File: config.mk
export PLATFORM = sky130hd
export DESIGN_NAME = lap_stopwatch
export DESIGN_NICKNAME = d
export VERILOG_FILES = /design/src/rtl/stopwatch_pkg.sv /design/src/rtl/key_debounce.sv /design/src/rtl/lap_stopwatch.sv
export SDC_FILE = /design/constraint.sdc
export NUM_CORES = 1
export LEC_CHECK = 0
export ABC_AREA = 1
export CAP_MARGIN = 15
export CORE_UTILIZATION = 48
export CTS_BUF_LIST = sky130_fd_sc_hd__clkbuf_16
export CTS_CLUSTER_DIAMETER = 200
export DETAILED_ROUTE_END_ITERATION = 10
export GPL_TIMING_DRIVEN = 0
export HOLD_SLACK_MARGIN = 0.05
export PLACE_DENSITY_LB_ADDON = 0.2
export SYNTH_ARGS = -nofsm -noshare
export SYNTH_HDL_FRONTEND = slang
export SYNTH_SLANG_ARGS = --single-unit
File: constraint.sdc
create_clock -name CLOCK_50 -period 9 [get_ports CLOCK_50]
set_clock_uncertainty 0.1 [all_clocks]
set_input_delay 1.35 -clock CLOCK_50 [delete_from_list [all_inputs] [get_ports CLOCK_50]]
set_output_delay 1.35 -clock CLOCK_50 [all_outputs]
set_load 0.1 [all_outputs]
File: src/rtl/stopwatch_pkg.sv
// rtl/stopwatch_pkg.sv - BCD time types and digit arithmetic shared by the stopwatch core
package stopwatch_pkg;

  typedef logic [3:0] bcd_t;

  typedef struct packed {
    bcd_t m1;
    bcd_t m0;
    bcd_t s1;
    bcd_t s0;
    bcd_t c1;
    bcd_t c0;
  } sw_time_t;

  typedef enum logic {ST_STOPPED, ST_RUNNING} run_state_t;

  localparam sw_time_t TIME_ZERO = 24'h000000;
  localparam sw_time_t TIME_MAX  = 24'h995999;

  // Result is {carry, digit}; a digit at its limit wraps to 0 and carries.
  function automatic logic [4:0] bcd_inc(input bcd_t d, input bcd_t lim, input logic cin);
    logic [4:0] r;
    if (!cin)          r = {1'b0, d};
    else if (d >= lim) r = {1'b1, 4'd0};
    else               r = {1'b0, d + 4'd1};
    return r;
  endfunction

  function automatic logic [4:0] bcd_dec(input bcd_t d, input bcd_t lim, input logic bin);
    logic [4:0] r;
    if (!bin)           r = {1'b0, d};
    else if (d == 4'd0) r = {1'b1, lim};
    else                r = {1'b0, d - 4'd1};
    return r;
  endfunction

  function automatic sw_time_t time_inc(input sw_time_t t);
    sw_time_t   r;
    logic [4:0] s;
    s = bcd_inc(t.c0, 4'd9, 1'b1); r.c0 = s[3:0];
    s = bcd_inc(t.c1, 4'd9, s[4]); r.c1 = s[3:0];
    s = bcd_inc(t.s0, 4'd9, s[4]); r.s0 = s[3:0];
    s = bcd_inc(t.s1, 4'd5, s[4]); r.s1 = s[3:0];
    s = bcd_inc(t.m0, 4'd9, s[4]); r.m0 = s[3:0];
    s = bcd_inc(t.m1, 4'd9, s[4]); r.m1 = s[3:0];
    return r;
  endfunction

  function automatic sw_time_t time_dec(input sw_time_t t);
    sw_time_t   r;
    logic [4:0] s;
    s = bcd_dec(t.c0, 4'd9, 1'b1); r.c0 = s[3:0];
    s = bcd_dec(t.c1, 4'd9, s[4]); r.c1 = s[3:0];
    s = bcd_dec(t.s0, 4'd9, s[4]); r.s0 = s[3:0];
    s = bcd_dec(t.s1, 4'd5, s[4]); r.s1 = s[3:0];
    s = bcd_dec(t.m0, 4'd9, s[4]); r.m0 = s[3:0];
    s = bcd_dec(t.m1, 4'd9, s[4]); r.m1 = s[3:0];
    return r;
  endfunction

  function automatic bcd_t bcd_clamp(input bcd_t d);
    return (d > 4'd9) ? 4'd9 : d;
  endfunction

endpackage

File: src/rtl/key_debounce.sv
// rtl/key_debounce.sv - synchronises an active-low button and emits one pulse per debounced press
module key_debounce #(
  parameter int DEBOUNCE_CYCLES = 1_000_000
) (
  input  logic clk,
  input  logic rst,
  input  logic key_n,
  output logic pulse
);

  localparam int CW = (DEBOUNCE_CYCLES > 1) ? $clog2(DEBOUNCE_CYCLES) : 1;

  logic          sync1;
  logic          sync2;
  logic          stable;
  logic [CW-1:0] cnt;

  // cnt tracks how long sync2 has disagreed with the accepted level.
  always_ff @(posedge clk or posedge rst) begin
    if (rst) begin
      sync1  <= 1'b1;
      sync2  <= 1'b1;
      stable <= 1'b1;
      cnt    <= '0;
      pulse  <= 1'b0;
    end else begin
      sync1 <= key_n;
      sync2 <= sync1;
      pulse <= 1'b0;
      if (sync2 == stable) begin
        cnt <= '0;
      end else if (cnt == CW'(DEBOUNCE_CYCLES - 1)) begin
        stable <= sync2;
        cnt    <= '0;
        pulse  <= ~sync2;
      end else begin
        cnt <= cnt + CW'(1);
      end
    end
  end

endmodule

File: src/rtl/lap_stopwatch.sv
// rtl/lap_stopwatch.sv - BCD stopwatch core with lap memory, recall and countdown
module lap_stopwatch
  import stopwatch_pkg::*;
#(
  parameter int CLK_HZ          = 50_000_000,
  parameter int TICK_HZ         = 100,
  parameter int DEBOUNCE_CYCLES = 1_000_000,
  parameter int LAP_DEPTH       = 8,
  parameter int HOLD_TICKS      = 200
) (
  input  logic                           CLOCK_50,
  input  logic                           key_reset,
  input  logic                           key_start_pause,
  input  logic                           key_lap,
  input  logic                           key_recall,
  input  logic                           mode_down,
  input  logic [7:0]                     preset_min,
  output logic [23:0]                    disp_bcd,
  output logic                           running,
  output logic                           holding,
  output logic [$clog2(LAP_DEPTH+1)-1:0] lap_count,
  output logic                           lap_full,
  output logic                           expired,
  output logic                           overflow
);

  localparam int TICK_DIV = CLK_HZ / TICK_HZ;
  localparam int PW  = (TICK_DIV > 1) ? $clog2(TICK_DIV) : 1;
  localparam int LCW = $clog2(LAP_DEPTH + 1);
  localparam int IW  = (LAP_DEPTH > 1) ? $clog2(LAP_DEPTH) : 1;
  localparam int HW  = $clog2(HOLD_TICKS + 1);

  logic p_start, p_lap, p_rec, start_p, lap_p, rec_p, tick, cleared, lap_we;
  run_state_t state_q, state_d;
  logic dir_q, dir_d, expired_q, expired_d, overflow_q, overflow_d;
  logic lap_hold_q, lap_hold_d, rec_act_q, rec_act_d;
  sw_time_t time_q, time_d, hold_time_q, hold_time_d, disp_q;
  logic [PW-1:0]  presc_q, presc_d;
  logic [LCW-1:0] lap_cnt_q, lap_cnt_d;
  logic [HW-1:0]  hold_cnt_q, hold_cnt_d;
  logic [IW-1:0]  rec_idx_q, rec_idx_d;
  sw_time_t lap_mem [LAP_DEPTH];

  key_debounce #(.DEBOUNCE_CYCLES(DEBOUNCE_CYCLES)) u_db_start (
    .clk(CLOCK_50), .rst(key_reset), .key_n(key_start_pause), .pulse(p_start));
  key_debounce #(.DEBOUNCE_CYCLES(DEBOUNCE_CYCLES)) u_db_lap (
    .clk(CLOCK_50), .rst(key_reset), .key_n(key_lap), .pulse(p_lap));
  key_debounce #(.DEBOUNCE_CYCLES(DEBOUNCE_CYCLES)) u_db_recall (
    .clk(CLOCK_50), .rst(key_reset), .key_n(key_recall), .pulse(p_rec));

  assign running   = (state_q == ST_RUNNING);
  assign holding   = lap_hold_q | rec_act_q;
  assign lap_count = lap_cnt_q;
  assign lap_full  = (lap_cnt_q == LCW'(LAP_DEPTH));
  assign expired   = expired_q;
  assign overflow  = overflow_q;
  assign disp_bcd  = disp_q;
  assign tick      = running && (presc_q == PW'(TICK_DIV - 1));
  assign cleared   = (time_q == TIME_ZERO) && (lap_cnt_q == '0);

  always_comb begin
    state_d = state_q;  dir_d = dir_q;  expired_d = expired_q;  overflow_d = overflow_q;
    time_d = time_q;  lap_cnt_d = lap_cnt_q;  lap_hold_d = lap_hold_q;  hold_cnt_d = hold_cnt_q;
    hold_time_d = hold_time_q;  rec_act_d = rec_act_q;  rec_idx_d = rec_idx_q;
    lap_we = 1'b0;
    presc_d = '0;
    start_p = p_start;
    lap_p   = p_lap & ~p_start;
    rec_p   = p_rec & ~p_start & ~p_lap;

    if (running) begin
      presc_d = tick ? '0 : presc_q + PW'(1);
      if (tick) begin
        if (dir_q) begin
          time_d = time_dec(time_q);
          if (time_d == TIME_ZERO) begin expired_d = 1'b1; state_d = ST_STOPPED; end
        end else begin
          time_d = time_inc(time_q);
          if (time_d == TIME_MAX) begin overflow_d = 1'b1; state_d = ST_STOPPED; end
        end
        if (lap_hold_q) begin
          hold_cnt_d = hold_cnt_q - HW'(1);
          if (hold_cnt_q == HW'(1)) lap_hold_d = 1'b0;
        end
      end
    end

    if (start_p) begin
      rec_act_d = 1'b0;
      presc_d   = '0;
      if (running) begin
        state_d = ST_STOPPED;
      end else begin
        expired_d  = 1'b0;
        overflow_d = 1'b0;
        if (cleared) begin
          dir_d = mode_down;
          if (mode_down) begin
            time_d    = TIME_ZERO;
            time_d.m1 = bcd_clamp(preset_min[7:4]);
            time_d.m0 = bcd_clamp(preset_min[3:0]);
          end
        end
        // Refuse to start from a terminal value so the counter never wraps.
        if (dir_d && time_d == TIME_ZERO)       expired_d  = 1'b1;
        else if (!dir_d && time_d == TIME_MAX)  overflow_d = 1'b1;
        else                                    state_d    = ST_RUNNING;
      end
    end else if (lap_p) begin
      if (running) begin
        if (!lap_full) begin
          lap_we      = 1'b1;
          lap_cnt_d   = lap_cnt_q + LCW'(1);
          hold_time_d = time_q;
          lap_hold_d  = 1'b1;
          hold_cnt_d  = HW'(HOLD_TICKS);
        end
      end else begin
        time_d = TIME_ZERO;  lap_cnt_d = '0;  lap_hold_d = 1'b0;  hold_cnt_d = '0;
        rec_act_d = 1'b0;  rec_idx_d = '0;  expired_d = 1'b0;  overflow_d = 1'b0;  dir_d = 1'b0;
      end
    end else if (rec_p && !running && lap_cnt_q != '0) begin
      lap_hold_d = 1'b0;
      if (!rec_act_q) begin
        rec_act_d = 1'b1;
        rec_idx_d = '0;
      end else if (LCW'(rec_idx_q) == lap_cnt_q - LCW'(1)) begin
        rec_act_d = 1'b0;
      end else begin
        rec_idx_d = rec_idx_q + IW'(1);
      end
    end
  end

  always_ff @(posedge CLOCK_50 or posedge key_reset) begin
    if (key_reset) begin
      state_q <= ST_STOPPED;  dir_q <= 1'b0;  expired_q <= 1'b0;  overflow_q <= 1'b0;
      time_q <= TIME_ZERO;  presc_q <= '0;  lap_cnt_q <= '0;  lap_hold_q <= 1'b0;
      hold_cnt_q <= '0;  hold_time_q <= TIME_ZERO;  rec_act_q <= 1'b0;  rec_idx_q <= '0;
      disp_q <= TIME_ZERO;
    end else begin
      state_q <= state_d;  dir_q <= dir_d;  expired_q <= expired_d;  overflow_q <= overflow_d;
      time_q <= time_d;  presc_q <= presc_d;  lap_cnt_q <= lap_cnt_d;  lap_hold_q <= lap_hold_d;
      hold_cnt_q <= hold_cnt_d;  hold_time_q <= hold_time_d;  rec_act_q <= rec_act_d;
      rec_idx_q <= rec_idx_d;
      disp_q <= rec_act_q ? lap_mem[rec_idx_q] : (lap_hold_q ? hold_time_q : time_q);
    end
  end

  // Lap contents survive reset; lap_count alone decides what is readable.
  always_ff @(posedge CLOCK_50) begin
    if (lap_we) lap_mem[lap_cnt_q[IW-1:0]] <= time_q;
  end

endmodule

==> qor.txt <==
Die Ht: 198 um
Initial Utilization: 0.488
Congestion Overflow GR: 0
Pre-Repair DR Iteration Count: 6
post-CTS resize count: 0
RSZ-0062 raised after global routing: false
# setup viols final: 0
most common library cells after synthesis: nand2_1 (324), nor2_1 (294), edfxtp_1 (192)
FF-to-FF End: lap_mem[5][10]
final worst slack: 4.20 ns
synth top area cells: edfxtp_1 (31%), dfrtp_1 (24%), nand2_1 (6.6%)
sw frac: 0.207
post-route cell area: 21000 um2
largest net degree at the start of global routing: 96
Clock Sinks: 376
CP arrival: 3.35 ns
Yosys warning total: 0
slew margin rel.: 0.310
FF+latch count, synth: 376
worst-case vdd ir drop: 0.135 mV
vias in the first global route: 13900
fill count: 3379
Setup Fix Bufs, Post-CTS: 0
CTS max path bufs: 3
CTS tree: yes
worst-path maximum fanout: 10
register area: 10400 um2
vias per cell: 5.52
H-tree levels: 2
via count: 14400
P&R area growth vs syn: 14.4%
part of the power in registers: 0.509
PwrDens: 169 nW/um2
Worst R2R Path Depth: 11
final core occ: 0.558
Post-synth EDFFs: 192
Core Footprint: 37700 um2
pre-CTS setup slack: 4.76 ns
number of core rows: 71
worst skew pair latency: 0.57 ns
timing-limited maximum frequency: 0.208 GHz
ANT cells: 0
total nets after synthesis: 2013
clock-pin slew on the worst setup and hold paths: 0.06 ns
post-route minimum period: 4.80 ns
initial antenna violation count: 0
post-synthesis sequential area ratio: 0.565
routability cong.: 0.909
GR peak layer: met2
Starting DRT DRC Count: 1282
average wire per standard cell: 18.4 um
hold-critical path endpoint: u_db_start.sync2
met3 GRT Util: 0.0391
Mean Syn Cell Area: 9.32 um2
asr flop ratio synth: 0.489
hold depth: 0
Cell variety after synth: 55
cell taking the most area after synthesis: edfxtp_1
LEAKAGE: 8.03 nW
period utilization: 0.533
cell with the most instances after synthesis: nand2_1
Final Hold Viols: 0
Main synth FF type: edfxtp_1
Root Buffer: clkbuf_16
post-synth top area share: 0.314
total power: 3.55 mW
all-layer global routing usage: 0.254
Slew @ Worst Pin: 1.03 ns
M1 GR Usage: 0.341
layout cells sized above 1: 0.0856
Max Slew Vio Count: 0
Placed Area: 19700 um2
CP required: 7.55 ns
status: finished clean
Final ANT Viol Nets: 0
R2R Setup Slk: 4.91 ns
Reg2Reg Launch Point: u_db_start.pulse
worst min-delay path class: flip-flop to flip-flop
Hold Buf Count CTS: 0
Die ar.: 39000 um2
final WL: 48200 um
total CTS buffers: 41
HPWL Detailed: 34700 um
max_cap viols: 0
Comb pwr share: 0.014
hold_sp: u_db_start.sync1
Post-Syn Instances: 1971
synthesized area: 18400 um2
kind of critical path: flip-flop to primary output
Residual DRC: 0
Psw: 0.734 mW
global-route wire length before repair: 76200 um
crit path launch type: flip-flop
top-level port count: 47
chip width: 198 um
Crit. End Element: primary output
nets: 2113
clock power share: 0.477
buffers added on ports: 46
Internal Power: 2.81 mW
area of the multi-input gates: 7040 um2
met2 usage: 0.422
## placed cells by master, fill, tap and decap left out, types with 11 or more instances in the layout
cell type        count
a21oi_1             76
clkbuf_1            45
clkbuf_16           42
clkdlybuf4s50_1     46
clkinv_1            11
dfrtp_1            175
edfxtp_1           192
ha_1                28
inv_1              155
inv_2               19
mux2i_1             27
nand2_1            324
nand3_1            114
nand4_1             29
nor2_1             290
nor2_4              13
nor3_1              70
nor3b_1             11
o21ai_0            149
o21ai_1             15
o22ai_1             73
xnor2_1             14
xor2_1              34
## layout make-up
type,count,share of cell area
Buffer,70,0.0157
Clock buffer,42,0.0500
Clock inverter,33,0.0145
Inverter,174,0.0317
Multi-Input combinational cell,1351,0.335
Sequential cell,376,0.494
Tap cell,511,0.0304
Timing Repair Buffer,57,0.0282
## power by group through the flow
stage	clock network (mW)	logic (mW)	registers (mW)
after CTS	1.72	0.0503	1.80
after detailed placement	0	0.0503	1.84
final	1.69	0.0486	1.80
after global routing	1.78	0.0571	1.80
after global placement	0	0.0475	1.84
after floorplan	0	0.0313	1.84
## state kept, by name, summed over array words and instances (netlist names), 3 cells and up
| signal | cells |
|---|---|
| disp_bcd | 24 |
| hold_cnt_q | 8 |
| hold_time_q | 24 |
| lap_count | 4 |
| lap_mem | 192 |
| presc_q | 19 |
| rec_idx_q | 3 |
| time_q | 24 |
| u_db_lap.cnt | 20 |
| u_db_recall.cnt | 20 |
| u_db_start.cnt | 20 |
## through the flow
stage / hold slack (ns) / setup TNS [ns] / std cells
2_1_floorplan: 0.245 / 0 / 1971
3_3_place_gp: 0.246 / -3.37 / 2528
3_5_place_dp: 0.247 / 0 / 2539
4_1_cts: 0.255 / 0 / 2614
5_1_grt: 0.260 / 0 / 2614
6_report: 0.254 / 0 / 2614
## cells by family after synthesis
group / synth area share
xor+xnor: 0.0229
flops: 0.565
buf+inv: 0.0538
mux: 0.0147
compound gates: 0.100
simple gates: 0.224
fa+ha+maj: 0.0191
## metal layers
layer	vias to the layer above	wire length (um)
met2	464	22800
met1	6932	20900
li1	6955	-
met5	-	0
met4	0	1310
met3	77	3220
## worst max path at each step
stage               startpoint           end  slack (ns)  depth (start not counted)
global placement     key_reset  disp_bcd[13]       -0.04                          2
floorplan            key_reset         dir_q        2.56                          1
detailed placement   rec_act_q       holding        4.76                          5
global route         rec_act_q       holding        4.03                          5
CTS                  rec_act_q       holding        4.15                          5
finish               rec_act_q       holding        4.20                          5
## critical path, stage by stage (launching register included)
cell,delay (ns)
dfrtp_1,0.32
clkbuf_1,0.40
inv_1,0.17
nand2_1,0.27
clkbuf_1,0.40
clkdlybuf4s50_1,1.22
Power figures use the tool's default switching activity.
==> edit 1 (same settings) <==
`DEBOUNCE_CYCLES` is set to 1_000_000 in 2 places; all go to 4_000_000.
--- a/src/rtl/key_debounce.sv
+++ b/src/rtl/key_debounce.sv
@@ -1,5 +1,5 @@
 // rtl/key_debounce.sv - synchronises an active-low button and emits one pulse per debounced press
 module key_debounce #(
-  parameter int DEBOUNCE_CYCLES = 1_000_000
+  parameter int DEBOUNCE_CYCLES = 4_000_000
 ) (
   input  logic clk,
--- a/src/rtl/lap_stopwatch.sv
+++ b/src/rtl/lap_stopwatch.sv
@@ -5,5 +5,5 @@
   parameter int CLK_HZ          = 50_000_000,
   parameter int TICK_HZ         = 100,
-  parameter int DEBOUNCE_CYCLES = 1_000_000,
+  parameter int DEBOUNCE_CYCLES = 4_000_000,
   parameter int LAP_DEPTH       = 8,
   parameter int HOLD_TICKS      = 200
Check against the original RTL: same outputs for any inputs over 4 cycles, from zero or initial values and one cycle with key_reset high; that may be too few to reach the edited logic, so the function may still have changed.
==> edit 1 against the unedited design <==
- core utilization rose by 0.29 points
- total power fell by 0.81%
- critical path depth did not move
- via count fell by 0.34%
- design area rose by 1.0%
- die area rose by 1.1%
- worst setup slack got worse by 190 ps
- sequential cell count rose by 6
- synthesized cell count rose by 1.3%
- first-iteration DRC count fell by 4.5%
- routed wire length fell by 1.9%
- synthesized area rose by 1.1%
- combinational power rose by 3%
- largest power group unchanged
- highest routed layer unchanged
==> edit 1: results <==
{
  "net-switching-power_mw": 0.725,
  "grt.total_usage_pct": 24.7,
  "end_of_the_worst_register_to_register_path": "lap_mem[3][18]",
  "drt-initial-drc-count": 1224,
  "die_w_um": 199,
  "fraction_of_synthesized_cell_area_in_xor_and_xnor_cells_pct": 1.70,
  "synthArstFlopShare_pct": 49.7,
  "cts-buffers-inserted": 42,
  "hold-path-endpoint": "u_db_recall.sync2",
  "synthTopCellsByArea": "edfxtp_1, dfrtp_1, nand2_1, nor2_1, o21ai_0",
  "drt_pre_antenna_iters": 5,
  "finish.net_count": 2142,
  "worst_r2r_startpoint": "lap_count[0]",
  "reg2reg_setup_slack_ps": 4810,
  "yosys.cell_types.count": 51,
  "synth_common_cells": "nand2_1, nor2_1, edfxtp_1, dfrtp_1, o21ai_0",
  "final_layout_size_suffix_gt1_share_pct": 8.13,
  "placed_cell_area_mm2": 0.0199,
  "synth_seq_area_share_pct": 56.7,
  "route.detailed.vias_per_inst": 5.45,
  "muxShareOfSynthArea_pct": 1.45,
  "post_route_worst_hold_slack_ps": 253,
  "complex_gate_fraction_of_the_synthesized_area_pct": 10.1,
  "max_slew.worst_pin.slew_ps": 985,
  "hp-start": "u_db_recall.sync1",
  "run_status": "finished clean"
}
## edit 1: per-layer routing
metal	GRT usage (%)	part of all wire, %	wire, um	up-vias
met5	0	0	0	-
met4	7.86	2.5	1180	0
met3	3.32	5.9	2810	83
met2	41.0	48	22500	427
met1	33.6	44	20800	6846
li1	-	-	-	7023
## edit 1: layout make-up
cell class	count	area [um^2]
fillers	3406	16600
flip-flops and latches	382	10500
multi-input cells	1367	7110
clock buffers	46	1150
inverters	176	671
well taps	511	639
repair buffers	60	624
plain buffers	71	322
clock inverters	27	169
## edit 1: through the flow
stage | instances | setup slack (ps)
after CTS | 2640 | 4020
after floorplan | 1996 | 2390
after global placement | 2553 | -431
final | 2640 | 4010
after detailed placement | 2567 | 4640
after global routing | 2640 | 3900
## edit 1: worst max-delay path by stage
stage               from          end  slack [ps]  cells past startpoint
2_1_floorplan  key_reset        dir_q        2390                      1
3_3_place_gp   key_reset  disp_bcd[3]        -430                      2
3_5_place_dp   rec_act_q      holding        4640                      5
4_1_cts        rec_act_q      holding        4020                      5
5_1_grt        rec_act_q      holding        3900                      5
6_report       rec_act_q      holding        4010                      5
## edit 1: power by group through the flow
| stage | Combinational [mW] | Clock, mW | Sequential (mW) |
|---|---|---|---|
| floorplan | 0.0317 | 0 | 1.87 |
| global placement | 0.0492 | 0 | 1.87 |
| detailed placement | 0.0518 | 0 | 1.87 |
| CTS | 0.0518 | 1.67 | 1.83 |
| global route | 0.0587 | 1.73 | 1.83 |
| finish | 0.0503 | 1.63 | 1.83 |
## edit 1: worst max-delay path, cell delays in order (launching register included)
cell and delay [ps]:
dfrtp_1 320, clkbuf_1 440, inv_1 260, nand2_1 320, clkbuf_1 400, clkdlybuf4s50_1 1230
==> edit 2 (same flow settings) <==
Without the edit above. Add an input register stage for `key_start_pause`, `key_lap`, `key_recall` and `mode_down`, without a reset; this delays them by one clock.
--- a/src/rtl/lap_stopwatch.sv
+++ b/src/rtl/lap_stopwatch.sv
@@ -31,4 +31,16 @@
   localparam int HW  = $clog2(HOLD_TICKS + 1);
 
+  logic key_start_pause_q;
+  logic key_lap_q;
+  logic key_recall_q;
+  logic mode_down_q;
+
+  always_ff @(posedge CLOCK_50) begin
+    key_start_pause_q <= key_start_pause;
+    key_lap_q         <= key_lap;
+    key_recall_q      <= key_recall;
+    mode_down_q       <= mode_down;
+  end
+
   logic p_start, p_lap, p_rec, start_p, lap_p, rec_p, tick, cleared, lap_we;
   run_state_t state_q, state_d;
@@ -43,9 +55,9 @@
 
   key_debounce #(.DEBOUNCE_CYCLES(DEBOUNCE_CYCLES)) u_db_start (
-    .clk(CLOCK_50), .rst(key_reset), .key_n(key_start_pause), .pulse(p_start));
+    .clk(CLOCK_50), .rst(key_reset), .key_n(key_start_pause_q), .pulse(p_start));
   key_debounce #(.DEBOUNCE_CYCLES(DEBOUNCE_CYCLES)) u_db_lap (
-    .clk(CLOCK_50), .rst(key_reset), .key_n(key_lap), .pulse(p_lap));
+    .clk(CLOCK_50), .rst(key_reset), .key_n(key_lap_q), .pulse(p_lap));
   key_debounce #(.DEBOUNCE_CYCLES(DEBOUNCE_CYCLES)) u_db_recall (
-    .clk(CLOCK_50), .rst(key_reset), .key_n(key_recall), .pulse(p_rec));
+    .clk(CLOCK_50), .rst(key_reset), .key_n(key_recall_q), .pulse(p_rec));
 
   assign running   = (state_q == ST_RUNNING);
@@ -95,6 +107,6 @@
         overflow_d = 1'b0;
         if (cleared) begin
-          dir_d = mode_down;
-          if (mode_down) begin
+          dir_d = mode_down_q;
+          if (mode_down_q) begin
             time_d    = TIME_ZERO;
             time_d.m1 = bcd_clamp(preset_min[7:4]);
Function: no difference found for any inputs over 4 cycles, from zero or initial values and one cycle with key_reset high; that may be too few to reach the edited logic, so the function may still have changed.
==> edit 2 against the unedited design <==
- synthesized area is 0.63% lower
- total power is 0.98% lower
- routed wire length is 0.53% lower
- sequential share of layout area is 0.66 points higher
- count of clock-buffer cells in the layout stayed put
- worst setup slack worse by 320 ps
- sequential cell count is 4 higher
- design area is 0.56% lower
==> edit 2: results <==
{
  "yosys.cell_types.count": 56,
  "hold-path-endpoint": "u_db_lap.sync1",
  "ctsRootBufferMaster": "clkbuf_16",
  "route.detailed.vias_per_inst": 5.49,
  "dp.final_hpwl_mm": 33.6,
  "post_route_worst_hold_slack_ps": 194,
  "io_buffers": 46,
  "htree_num_levels": 2,
  "worst_r2r_startpoint": "lap_count[0]",
  "synth_seq_area_share_pct": 57.3,
  "synth_common_cells": "nand2_1, nor2_1, edfxtp_1, dfrtp_1, inv_1",
  "slew-limit-headroom_pct": 30.6,
  "syn_avg_cell_area_um2": 9.38,
  "min_delay_path_depth": 0,
  "routed-via-count": 14200,
  "synthArstFlopShare_pct": 48.4,
  "run_status": "finished clean",
  "final_layout_size_suffix_gt1_share_pct": 7.22,
  "cellLeakagePower_nw": 8.30,
  "synthesis_warning_total": 0,
  "critical_path_peak_fanout": 10,
  "grt_start_max_net_pins": 101,
  "clkSlewWorstSetupHoldPaths_ps": 60,
  "dpl_worst_slack_ps": 4510,
  "max_stage_delay_ps": 1230,
  "grt_pass1_wl_mm": 75.6,
  "grt.total_usage_pct": 25.3,
  "place.detailed.instances": 2515,
  "fillerInstances": 3339,
  "mappedNetlistNets": 1988,
  "critical-path-slowest-cell": "clkdlybuf4s50_1",
  "drt-wirelength-per-cell_um": 18.5,
  "synthTopCellsByArea": "edfxtp_1, dfrtp_1, nand2_1, nor2_1, o21ai_0",
  "end_of_the_worst_register_to_register_path": "lap_mem[1][9]",
  "flip_flop_count_of_the_largest_register_all_copies_and_words_added": 192,
  "synth_edf_count": 192,
  "timing.hold.worst.class": "reg -> reg",
  "cts-root-to-sink-buffers": 3,
  "postCtsResizedCells": 0,
  "worst-r2r-cell-count": 14,
  "drt-initial-drc-count": 1203,
  "worst_case_vdd_ir_drop_mv": 0.148,
  "n_antenna_cell": 0,
  "worstSkewPairLatency_ps": 580,
  "first_global_vias": 13900,
  "hp-start": "key_lap_q",
  "reg2reg_setup_slack_ps": 4940,
  "finish.net_count": 2089,
  "data_arrival_at_the_endpoint_of_the_critical_path_ps": 3670,
  "gp_routability_congestion": 0.916,
  "drt_pre_antenna_iters": 5,
  "cts-buffers-inserted": 41
}
edit 2: logic make-up after synthesis:
family / Yosys count / share of synthesized area, %
compound gates: 354 / 10.7
mux: 27 / 1.48
simple gates: 857 / 20.9
buf+inv: 255 / 5.56
flops: 380 / 57.3
fa+ha+maj: 28 / 1.92
xor+xnor: 45 / 2.16
edit 2: worst max path at each step:
stage / startpoint / end / slack, ps / cells past startpoint
6_report: rec_act_q / holding / 3880 / 5
5_1_grt: rec_act_q / holding / 3700 / 5
4_1_cts: rec_act_q / holding / 3900 / 5
3_5_place_dp: rec_act_q / holding / 4510 / 5
3_3_place_gp: key_reset / disp_bcd[21] / -50 / 2
2_1_floorplan: key_reset / dir_q / 2560 / 1
edit 2: critical path: cells and delay by family (launching register included):
| family | cells | cell delay [ps] |
|---|---|---|
| DFF | 1 | 320 |
| buffers and inverters | 4 | 2490 |
| and+or+nand+nor | 1 | 290 |
edit 2: power by group:
part	total (mW)	switching [mW]	internal, mW
Combinational	0.0388	0.0272	0.0116
Clock	1.65	0.709	0.939
Sequential	1.82	0.00368	1.82
Total	3.51	0.740	2.77
edit 2: cell type report:
type,count,area (um^2),share of cell area [%]
clock inverter,33,267,1.28
timing repair buffer,58,624,2.99
clock buffer,42,1050,5.03
multi-input combinational,1311,6820,32.7
inverter,185,709,3.40
tap,511,639,3.06
buffer,70,313,1.50
sequential,380,10500,50.1
edit 2: metrics by stage:
step	util [%]	instance area, um^2
CTS	55.6	20900
global placement	51.5	19300
detailed placement	52.1	19600
finish	55.6	20900
global route	55.6	20900
floorplan	-	18200
edit 2: per-layer routing:
metal | GRT usage [%] | wire [um] | up-vias
met5 | 0 | 0 | -
met4 | 9.50 | 1450 | 0
met3 | 3.90 | 3350 | 109
met2 | 41.6 | 22600 | 527
met1 | 33.9 | 20600 | 6751
li1 | - | - | 6837
